<file path="config.mk">
export PLATFORM = sky130hd
export DESIGN_NAME = ddr_tcp_send
export DESIGN_NICKNAME = d
export VERILOG_FILES = /design/src/rtl/ddr_tcp_send_pkg.sv /design/src/rtl/blockram_fifo.sv /design/src/rtl/ddr_tcp_send.sv
export SDC_FILE = /design/constraint.sdc
export NUM_CORES = 2
export LEC_CHECK = 0
export CAP_MARGIN = 5
export CORE_AREA = 2 2 574 576
export CTS_BUF_LIST = sky130_fd_sc_hd__clkbuf_8
export DETAILED_ROUTE_END_ITERATION = 10
export DIE_AREA = 0 0 576 578
export MAX_ROUTING_LAYER = met4
export SYNTH_ARGS = -nofsm -noshare
export SYNTH_HDL_FRONTEND = slang
export SYNTH_HIERARCHICAL = 1
export SYNTH_SLANG_ARGS = --single-unit
</file>
<file path="constraint.sdc">
create_clock -name clk -period 7.7 [get_ports clk]
set_input_delay 1.54 -clock clk [delete_from_list [all_inputs] [get_ports clk]]
set_output_delay 1.54 -clock clk [all_outputs]
set_load 0.005 [all_outputs]
</file>
<file path="src/rtl/ddr_tcp_send_pkg.sv">
// Shared types and constants for the DDR-backed TCP send engine.
// Holds the FSM state encoding, TCP tx status codes and beat helpers.
package ddr_tcp_send_pkg;

    typedef enum logic [2:0] {
        ST_IDLE,
        ST_POP,
        ST_META,
        ST_STATUS,
        ST_READ_CMD,
        ST_DATA,
        ST_WAIT
    } state_t;

    // Error code carried in tx status data[63:62]
    localparam logic [1:0] TX_STATUS_OK       = 2'd0;
    localparam logic [1:0] TX_STATUS_NO_CONN  = 2'd1;
    localparam logic [1:0] TX_STATUS_NO_SPACE = 2'd2;
    localparam logic [1:0] TX_STATUS_CLOSED   = 2'd3;

    localparam int BEAT_BYTES = 64;

    function automatic logic [10:0] beats_of(input logic [15:0] len);
        return {1'b0, len[15:6]} + {10'd0, |len[5:0]};
    endfunction

    // Byte-enable for the final beat given length mod 64; zero means a full beat.
    function automatic logic [BEAT_BYTES-1:0] last_keep(input logic [5:0] rem);
        if (rem == 6'd0) return '1;
        return (64'd1 << rem) - 64'd1;
    endfunction

endpackage

</file>
<file path="src/rtl/blockram_fifo.sv">
// Synchronous single-clock FIFO on block RAM, one-cycle read latency.
// almostfull asserts with ALMOST_FULL or more entries stored.
module blockram_fifo #(
    parameter int WIDTH       = 32,
    parameter int DEPTH       = 16,
    parameter int ALMOST_FULL = DEPTH - 2
) (
    input  logic             clk,
    input  logic             rst,
    input  logic             wr_en,
    input  logic [WIDTH-1:0] wr_data,
    input  logic             rd_en,
    output logic [WIDTH-1:0] rd_data,
    output logic             empty,
    output logic             full,
    output logic             almostfull
);

    localparam int AW = $clog2(DEPTH);

    logic [WIDTH-1:0] mem [DEPTH];
    logic [AW-1:0]    wr_ptr;
    logic [AW-1:0]    rd_ptr;
    logic [AW:0]      count;
    logic             do_wr;
    logic             do_rd;

    assign do_wr      = wr_en & ~full;
    assign do_rd      = rd_en & ~empty;
    assign empty      = (count == '0);
    assign full       = (count == (AW+1)'(DEPTH));
    assign almostfull = (count >= (AW+1)'(ALMOST_FULL));

    // NOTE: storage and read register carry no reset so they map onto block RAM;
    // the empty flag guarantees stale contents are never presented as valid.
    always_ff @(posedge clk) begin
        if (do_wr) mem[wr_ptr] <= wr_data;
        if (do_rd) rd_data <= mem[rd_ptr];
    end

    always_ff @(posedge clk) begin
        if (rst) begin
            wr_ptr <= '0;
            rd_ptr <= '0;
            count  <= '0;
        end else begin
            if (do_wr) wr_ptr <= wr_ptr + 1'b1;
            if (do_rd) rd_ptr <= rd_ptr + 1'b1;
            case ({do_wr, do_rd})
                2'b10:   count <= count + 1'b1;
                2'b01:   count <= count - 1'b1;
                default: count <= count;
            endcase
        end
    end

endmodule

</file>
<file path="src/rtl/ddr_tcp_send.sv">
// Streams per-session packets from DDR regions into the TCP tx path.
// Define TX_RETRY_EN to retry after TIME_OUT cycles on an error status.
module ddr_tcp_send
    import ddr_tcp_send_pkg::*;
#(
    parameter int unsigned SESSION_SIZE    = 32*1024*1024,
    parameter int unsigned MAX_SESSION_NUM = 16,
    parameter int unsigned TIME_OUT        = 250000
) (
    input  logic         clk,
    input  logic         rst,
    input  logic         s_axis_send_req_valid,
    output logic         s_axis_send_req_ready,
    input  logic [31:0]  s_axis_send_req_data,
    output logic         m_axis_tx_metadata_valid,
    input  logic         m_axis_tx_metadata_ready,
    output logic [31:0]  m_axis_tx_metadata_data,
    input  logic         s_axis_tx_status_valid,
    output logic         s_axis_tx_status_ready,
    input  logic [63:0]  s_axis_tx_status_data,
    output logic         m_axis_ddr_read_cmd_valid,
    input  logic         m_axis_ddr_read_cmd_ready,
    output logic [63:0]  m_axis_ddr_read_cmd_address,
    output logic [31:0]  m_axis_ddr_read_cmd_length,
    input  logic         s_axis_ddr_read_data_valid,
    output logic         s_axis_ddr_read_data_ready,
    input  logic [511:0] s_axis_ddr_read_data_data,
    input  logic [63:0]  s_axis_ddr_read_data_keep,
    input  logic         s_axis_ddr_read_data_last,
    output logic         m_axis_tx_data_valid,
    input  logic         m_axis_tx_data_ready,
    output logic [511:0] m_axis_tx_data_data,
    output logic [63:0]  m_axis_tx_data_keep,
    output logic         m_axis_tx_data_last,
    output logic [31:0]  sent_cnt,
    output logic [31:0]  err_cnt
);

    localparam int OFF_W  = $clog2(SESSION_SIZE);
    localparam int SIDX_W = $clog2(MAX_SESSION_NUM);
    localparam int TO_W   = $clog2(TIME_OUT + 1);

    state_t            state;
    logic [15:0]       req_len;
    logic [15:0]       req_sess;
    logic [10:0]       last_idx;
    logic [10:0]       beat_cnt;
    logic [63:0]       last_keep_r;
    logic [OFF_W-1:0]  off_tbl [MAX_SESSION_NUM];

    logic              fifo_wr;
    logic              fifo_rd;
    logic [31:0]       fifo_dout;
    logic              fifo_empty;
    logic              fifo_full;
    logic              fifo_afull;

    logic [SIDX_W-1:0] sidx;
    logic [OFF_W-1:0]  off_cur;
    logic [OFF_W-1:0]  off_use;
    logic [OFF_W-1:0]  off_next;
    logic [32:0]       off_sum;
    logic              data_phase;
    logic              final_beat;
    logic              beat_xfer;
    logic              unused_ok;

`ifdef TX_RETRY_EN
    logic [TO_W-1:0]   wait_cnt;
`endif

    blockram_fifo #(
        .WIDTH (32),
        .DEPTH (16)
    ) u_req_fifo (
        .clk        (clk),
        .rst        (rst),
        .wr_en      (fifo_wr),
        .wr_data    (s_axis_send_req_data),
        .rd_en      (fifo_rd),
        .rd_data    (fifo_dout),
        .empty      (fifo_empty),
        .full       (fifo_full),
        .almostfull (fifo_afull)
    );

    assign s_axis_send_req_ready = ~fifo_afull;
    assign fifo_wr = s_axis_send_req_valid & ~fifo_afull;
    assign fifo_rd = (state == ST_IDLE) & ~fifo_empty;

    // A request that would run past the end of its region restarts at offset 0.
    // NOTE: every signal gets a default at the top of always_comb so no path
    // leaves it unassigned and no latch is inferred.
    always_comb begin
        sidx     = req_sess[SIDX_W-1:0];
        off_cur  = off_tbl[sidx];
        off_sum  = 33'(off_cur) + 33'(req_len);
        off_use  = off_cur;
        if (off_sum > 33'(SESSION_SIZE)) off_use = '0;
        off_next = off_use + OFF_W'(req_len);
    end

    // Zero-latency pass-through; last and keep are regenerated from the length.
    assign data_phase = (state == ST_DATA);
    assign final_beat = (beat_cnt == last_idx);
    assign beat_xfer  = data_phase & s_axis_ddr_read_data_valid & m_axis_tx_data_ready;

    assign m_axis_tx_data_valid       = data_phase & s_axis_ddr_read_data_valid;
    assign s_axis_ddr_read_data_ready = data_phase & m_axis_tx_data_ready;
    assign m_axis_tx_data_data        = s_axis_ddr_read_data_data;
    assign m_axis_tx_data_keep        = final_beat ? last_keep_r : '1;
    assign m_axis_tx_data_last        = data_phase & final_beat;
    assign m_axis_tx_metadata_data    = {req_len, req_sess};

    assign unused_ok = ^{s_axis_tx_status_data[61:0], s_axis_ddr_read_data_keep,
                         s_axis_ddr_read_data_last, fifo_full, TO_W[0]};

    always_ff @(posedge clk) begin
        if (rst) begin
            state                       <= ST_IDLE;
            req_len                     <= '0;
            req_sess                    <= '0;
            last_idx                    <= '0;
            last_keep_r                 <= '0;
            beat_cnt                    <= '0;
            m_axis_tx_metadata_valid    <= 1'b0;
            s_axis_tx_status_ready      <= 1'b0;
            m_axis_ddr_read_cmd_valid   <= 1'b0;
            m_axis_ddr_read_cmd_address <= '0;
            m_axis_ddr_read_cmd_length  <= '0;
            sent_cnt                    <= '0;
            err_cnt                     <= '0;
            for (int i = 0; i < int'(MAX_SESSION_NUM); i++) off_tbl[i] <= '0;
`ifdef TX_RETRY_EN
            wait_cnt                    <= '0;
`endif
        end else begin
            case (state)
                ST_IDLE: begin
                    if (!fifo_empty) state <= ST_POP;
                end
                ST_POP: begin
                    req_len     <= fifo_dout[31:16];
                    req_sess    <= fifo_dout[15:0];
                    last_idx    <= beats_of(fifo_dout[31:16]) - 11'd1;
                    last_keep_r <= last_keep(fifo_dout[21:16]);
                    if (fifo_dout[31:16] == 16'd0) begin
                        state <= ST_IDLE;
                    end else begin
                        m_axis_tx_metadata_valid <= 1'b1;
                        state                    <= ST_META;
                    end
                end
                ST_META: begin
                    if (m_axis_tx_metadata_ready) begin
                        m_axis_tx_metadata_valid <= 1'b0;
                        s_axis_tx_status_ready   <= 1'b1;
                        state                    <= ST_STATUS;
                    end
                end
                ST_STATUS: begin
                    if (s_axis_tx_status_valid) begin
                        s_axis_tx_status_ready <= 1'b0;
                        if (s_axis_tx_status_data[63:62] == TX_STATUS_OK) begin
                            m_axis_ddr_read_cmd_valid   <= 1'b1;
                            m_axis_ddr_read_cmd_address <= 64'({sidx, off_use});
                            m_axis_ddr_read_cmd_length  <= 32'(req_len);
                            state                       <= ST_READ_CMD;
                        end else begin
                            err_cnt <= err_cnt + 32'd1;
`ifdef TX_RETRY_EN
                            wait_cnt <= '0;
                            state    <= ST_WAIT;
`else
                            state    <= ST_IDLE;
`endif
                        end
                    end
                end
                ST_READ_CMD: begin
                    if (m_axis_ddr_read_cmd_ready) begin
                        m_axis_ddr_read_cmd_valid <= 1'b0;
                        off_tbl[sidx]             <= off_next;
                        beat_cnt                  <= '0;
                        state                     <= ST_DATA;
                    end
                end
                ST_DATA: begin
                    if (beat_xfer) begin
                        if (final_beat) begin
                            sent_cnt <= sent_cnt + 32'd1;
                            state    <= ST_IDLE;
                        end else begin
                            beat_cnt <= beat_cnt + 11'd1;
                        end
                    end
                end
`ifdef TX_RETRY_EN
                ST_WAIT: begin
                    if (wait_cnt == TO_W'(TIME_OUT)) begin
                        m_axis_tx_metadata_valid <= 1'b1;
                        state                    <= ST_META;
                    end else begin
                        wait_cnt <= wait_cnt + 1'b1;
                    end
                end
`endif
                default: state <= ST_IDLE;
            endcase
        end
    end

endmodule
</file>
# After elaboration in Yosys (flattened, before gate mapping)
# Memories as Yosys holds them, arrays and structs flattened. A register that Yosys moved wholly into a read port is not among the register bits.
# Index checks and enable logic that the tools add are counted.
[totals]
register_bits = 246
mem_bits_rw = 912
mem_count = 2
[memory_table]
columns = ["name", "words", "width", "rd", "rd_clocked_by_memory_dff", "wr", "line_no", "source"]
rows = [
  ["u_req_fifo.mem", 16, 32, 1, 1, 1, "blockram_fifo.sv:21", "logic [WIDTH-1:0] mem [DEPTH];"],
  ["off_tbl", 16, 25, 1, 1, 16, "ddr_tcp_send.sv:49", "logic [OFF_W-1:0] off_tbl [MAX_SESSION_NUM];"],
]
[classes]
add_sub_neg = 12
n_lt_le_gt_ge = 2
n_eq_ne = 18
shift = 1
n_mux = 44
bitwise = 12
reduce_logical = 20
[op_table]
columns = ["cell", "n"]
rows = [
  ["64-bit two-way mux", 3],
  ["32-bit by 1-bit adder with 32-bit output, second input constant", 2],
  ["1-bit by 6-bit << shifter with 64-bit output, first input constant", 1],
  ["64-bit by 1-bit subtractor with 64-bit output, second input constant", 1],
  ["25-bit two-way mux", 2],
  ["11-bit two-way mux", 3],
  ["25-bit by 16-bit adder with 26-bit output", 1],
  ["26-bit greater-than comparator, second input constant", 1],
  ["25-bit by 16-bit adder with 25-bit output", 1],
  ["25-bit OR reduction", 1],
  ["11-bit one-hot mux with 2 select lines", 1],
  ["3-bit two-way mux", 7],
  ["1-bit two-way mux", 19],
  ["3-bit one-hot mux with 6 select lines", 1],
  ["16-bit zero test", 1],
  ["3-bit AND reduction", 5],
  ["2-bit != test, second input constant", 7],
  ["4-bit two-way mux", 3],
  ["10-bit by 1-bit adder with 11-bit output", 1],
  ["11-bit by 1-bit adder with 11-bit output, second input constant", 1],
  ["11-bit == test", 1],
  ["11-bit by 1-bit subtractor with 11-bit output, second input constant", 1],
  ["5-bit one-hot mux with 2 select lines", 1],
  ["2-bit nonzero test", 5],
  ["other kinds (22)", 39],
]

# Longest topological paths before layout
[depth]
depth_word = 6
depth_mapped = 33
ltp_nobuf = 26

# By module
# Netlist, hierarchy kept.
[modules_own_cells]
columns = ["mod", "instances", "cells_per_inst", "area_per_inst_um2", "seq_area_each_um2"]
rows = [
  ["ddr_tcp_send", 1, 3331, 33947.6, 16756.1],
  ["blockram_fifo", 1, 923, 20938.8, 16595.9],
]

# Worst setup path after synthesis
# No wires, ideal clock.
[synth_path]
kind = "register to register"
start = "register (tool-made name)"
end = "memory off_tbl[0][17] in the netlist's numbering (data pin)"
t_arrival_ns = 7.938
required_ns = 7.434
setup_slack_ns = -0.504
stages_incl_launch_ff = 31
path_buffers = 7
period_less_slack_ns = 8.204
cell_sequence = "dfxtp_1 -> buf_6 -> buf_2 -> clkbuf_1 -> buf_1 -> mux4_2 -> mux4_2 -> ha_1 -> inv_1 -> o31ai_1 -> o311ai_0 -> a221oi_1 -> a41oi_1 -> or3_1 -> or4_1 -> o41ai_4 -> buf_6 -> clkbuf_1 -> and2_1 -> ha_1 -> a211oi_1 -> o21bai_1 -> a21oi_1 -> o21bai_1 -> a32o_1 -> or4_1 -> nand3_1 -> xnor2_1 -> nand2_1 -> clkbuf_1 -> nor2_1"
[synth_rtl]
columns = ["element", "line_no"]
rows = [
  ["end: declaration", "ddr_tcp_send.sv:49"],
]

==> out/metrics.csv <==
stage,metric,value,unit
run_status,status,"finished, final reports clean",
global_routing,grt_antenna_before_repair,32,
timing,slew-limit-headroom,18.3,%
timing,timing.setup.tns,0,ns
clock_tree,clock_latency,0.97,ns
global_routing,grt_max_degree,129,
cells_and_area,syn_to_final_growth,15.9,%
drt,drt_iter0_drc,3787,
timing,setup-violations-final,0,
global_routing,grt.total_usage,15.8,%
placed_design,hpwl,195000,um
drt,post_drt_wl_per_cell,30.9,um
worst_setup_path,cp-end-kind,register,
clock_tree,hold_buffers,0,
logic_synthesis,yosysWarnings,6,
timing,hold_viol,0,
worst_setup_path,cpMaxStageDelayCell,mux4_2,
drt,wirelength,268000,um
worst_setup_path,arrival,7.99,ns
die,core,326000,um2
die,pin_count,1456,
clock_tree,cts_tree,built,
worst_setup_path,crit_path_start_kind,register,
timing,fin_hold_ws,0.453,ns
pwr,p_int,12.7,mW
timing,slew_viol_final,0,
placed_design,dp_slack,0.251,ns
pwr,swShare,35.5,%
worst_setup_path,worstPathMaxFanout,9,
timing,min_period,7.32,ns
drt,drtPass1Iterations,6,
global_routing,gr-total-overflow,0,
clock_tree,clkTransAtPathRegs,0.06,ns
global_routing,grt_pass1_vias,33500,
drt,postRouteAntennaNets,0,
die,die_w,576,um
pwr,p_switching,7.02,mW
worst_setup_path,critical_path_required,8.37,ns
logic_synthesis,syn_avg_cell_area,12.9,um2
die,initial_utilization,16.8,%
die,die_h,578,um
cells_and_area,drive_gt1_share,17.7,%
logic_synthesis,synth_cells,4253,
clock_tree,cts-buffers-inserted,208,
clock_tree,clockBufferDepth,4,
clock_tree,cts-root-buf,clkbuf_8,
placed_design,dpl_cell_area,59500,um2
timing,tightestPinTransition,1.22,ns
pwr,ir_drop,0.156,mV
timing,layout_setup_ws,0.376,ns
timing,clock_skew,0.129,ns
worst_setup_path,critPathMaxStageDelay,0.55,ns
placed_design,port_buffers,253,
cells_and_area,fin_area,63600,um2
clock_tree,cts_sinks,1194,
drt,vias,35600,
pwr,seqPwrFrac,39.8,%
placed_design,place_congestion,0.865,
worst_setup_path,rrSetupSlack,0.38,ns
worst_setup_path,cpMostUsedCell,buf_4,
worst_setup_path,critPathKind,register to register,
timing,fmax,0.137,GHz
die,die-area,333000,um2
clock_tree,cts_max_level,4,
cells_and_area,nets,4865,
worst_setup_path,reg2regPathDepth,31,
drt,remaining_drc_errors,0,
worst_setup_path,r2r_end,off_tbl[13][20],
die,placementRows,210,
min_path,holdCritPathClass,register to register,
timing,period_share,95.1,%
pwr,power_frac_comb,32.1,%
pwr,p_clk_share,28.1,%
worst_setup_path,critPathCapture,off_tbl[13][20],
drt,avgViaCountPerCell,4.11,
pwr,cellPowerDensity,310,nW/um2
logic_synthesis,syn_area,54900,um2
pwr,leakage,20.5,nW
job,drv_cap,0,
global_routing,grt_pass1_wl,340000,um
area by class of cell:
type                    instances  area [um2]
fillers                     35100      263000
clock buffers                 221        3040
well taps                    4346        5440
flip-flops and latches       1194       33400
diodes                         27        67.6
clock inverters               139         792
inverters                      40         150
multi-input cells            2259       16600
repair buffers                431        4180
worst max-delay path: cells and delay by family (launching register included):
kind | cells | cell delay [ns]
DFF | 1 | 0.43
buffers and inverters | 9 | 1.46
muxes | 2 | 1.05
and+or+nand+nor | 5 | 1.17
AOI/OAI and AO/OA | 13 | 2.29
adders and majority gates | 2 | 0.61
placed cells by master, fill, tap and decap left out, types with 21 or more instances in the layout:
master           instances
edfxtp_1               944
nor2_1                 609
nand2_1                293
clkdlybuf4s50_1        252
dfxtp_1                246
mux4_2                 245
clkbuf_8               221
a21oi_1                163
buf_4                  154
inv_1                  109
nand2b_1                79
a22oi_1                 75
nand3_1                 74
xor2_1                  67
nor3_1                  61
o21ai_0                 59
conb_1                  51
xnor2_1                 49
ha_1                    47
clkinv_1                38
nand4_1                 31
and3_1                  29
a211oi_1                28
diode_2                 27
and2_1                  27
or3_1                   25
buf_12                  21
repair_timing:
action / CTS / global route
resized for setup: 0 / 18
setup buffers: 0 / 2
endpoints found under the setup margin: 0 / 176
power groups by stage:
stage / clock network, mW / logic [mW] / registers [mW]
after floorplan: 0 / 3.45 / 7.76
final: 5.55 / 6.33 / 7.86
after global placement: 0 / 6.24 / 7.98
after detailed placement: 0 / 6.28 / 8.01
after CTS: 5.71 / 6.31 / 7.88
after global routing: 5.97 / 6.76 / 7.91
registers in the layout, summed over array words and instances (netlist names), 5 cells and up, named ones only:
name,flops
beat_cnt,11
m_axis_ddr_read_cmd_address,29
u_req_fifo/count,5
req_sess,16
m_axis_ddr_read_cmd_length,16
last_keep_r,64
off_tbl,400
req_len,16
sent_cnt,32
u_req_fifo/rd_data,32
err_cnt,32
last_idx,11
u_req_fifo/mem,512
routing by layer:
metal / share of wire [%] / up-vias / GRT usage (%)
met5: 0 / - / -
met1: 36 / 17700 / 17.1
met2: 40 / 2874 / 20.9
met4: 1.7 / 0 / 2.52
met3: 22 / 278 / 15.2
li1: - / 14700 / -
worst min-delay path by stage:
stage	startpoint	endpoint	slack, ns	cells after the start
final	m_axis_ddr_read_cmd_address[14]	m_axis_ddr_read_cmd_address[14]	0.45	2
after global routing	m_axis_ddr_read_cmd_address[17]	m_axis_ddr_read_cmd_address[17]	0.48	2
after CTS	m_axis_ddr_read_cmd_address[14]	m_axis_ddr_read_cmd_address[14]	0.45	2
after detailed placement	m_axis_ddr_read_cmd_address[14]	m_axis_ddr_read_cmd_address[14]	0.45	2
after global placement	m_axis_ddr_read_cmd_length[8]	m_axis_ddr_read_cmd_length[8]	0.45	2
after floorplan	last_keep_r[33]	last_keep_r[33]	0.43	2
stage by stage:
step | utilization (%) | power [mW] | std cells
after floorplan | - | 11.2 | 4303
after global placement | 18.2 | 14.2 | 8264
after detailed placement | 18.2 | 14.3 | 8264
after CTS | 19.4 | 19.9 | 8624
after global routing | 19.5 | 20.6 | 8650
final | 19.5 | 19.7 | 8657
No activity file was read; power rests on OpenSTA's default activity.
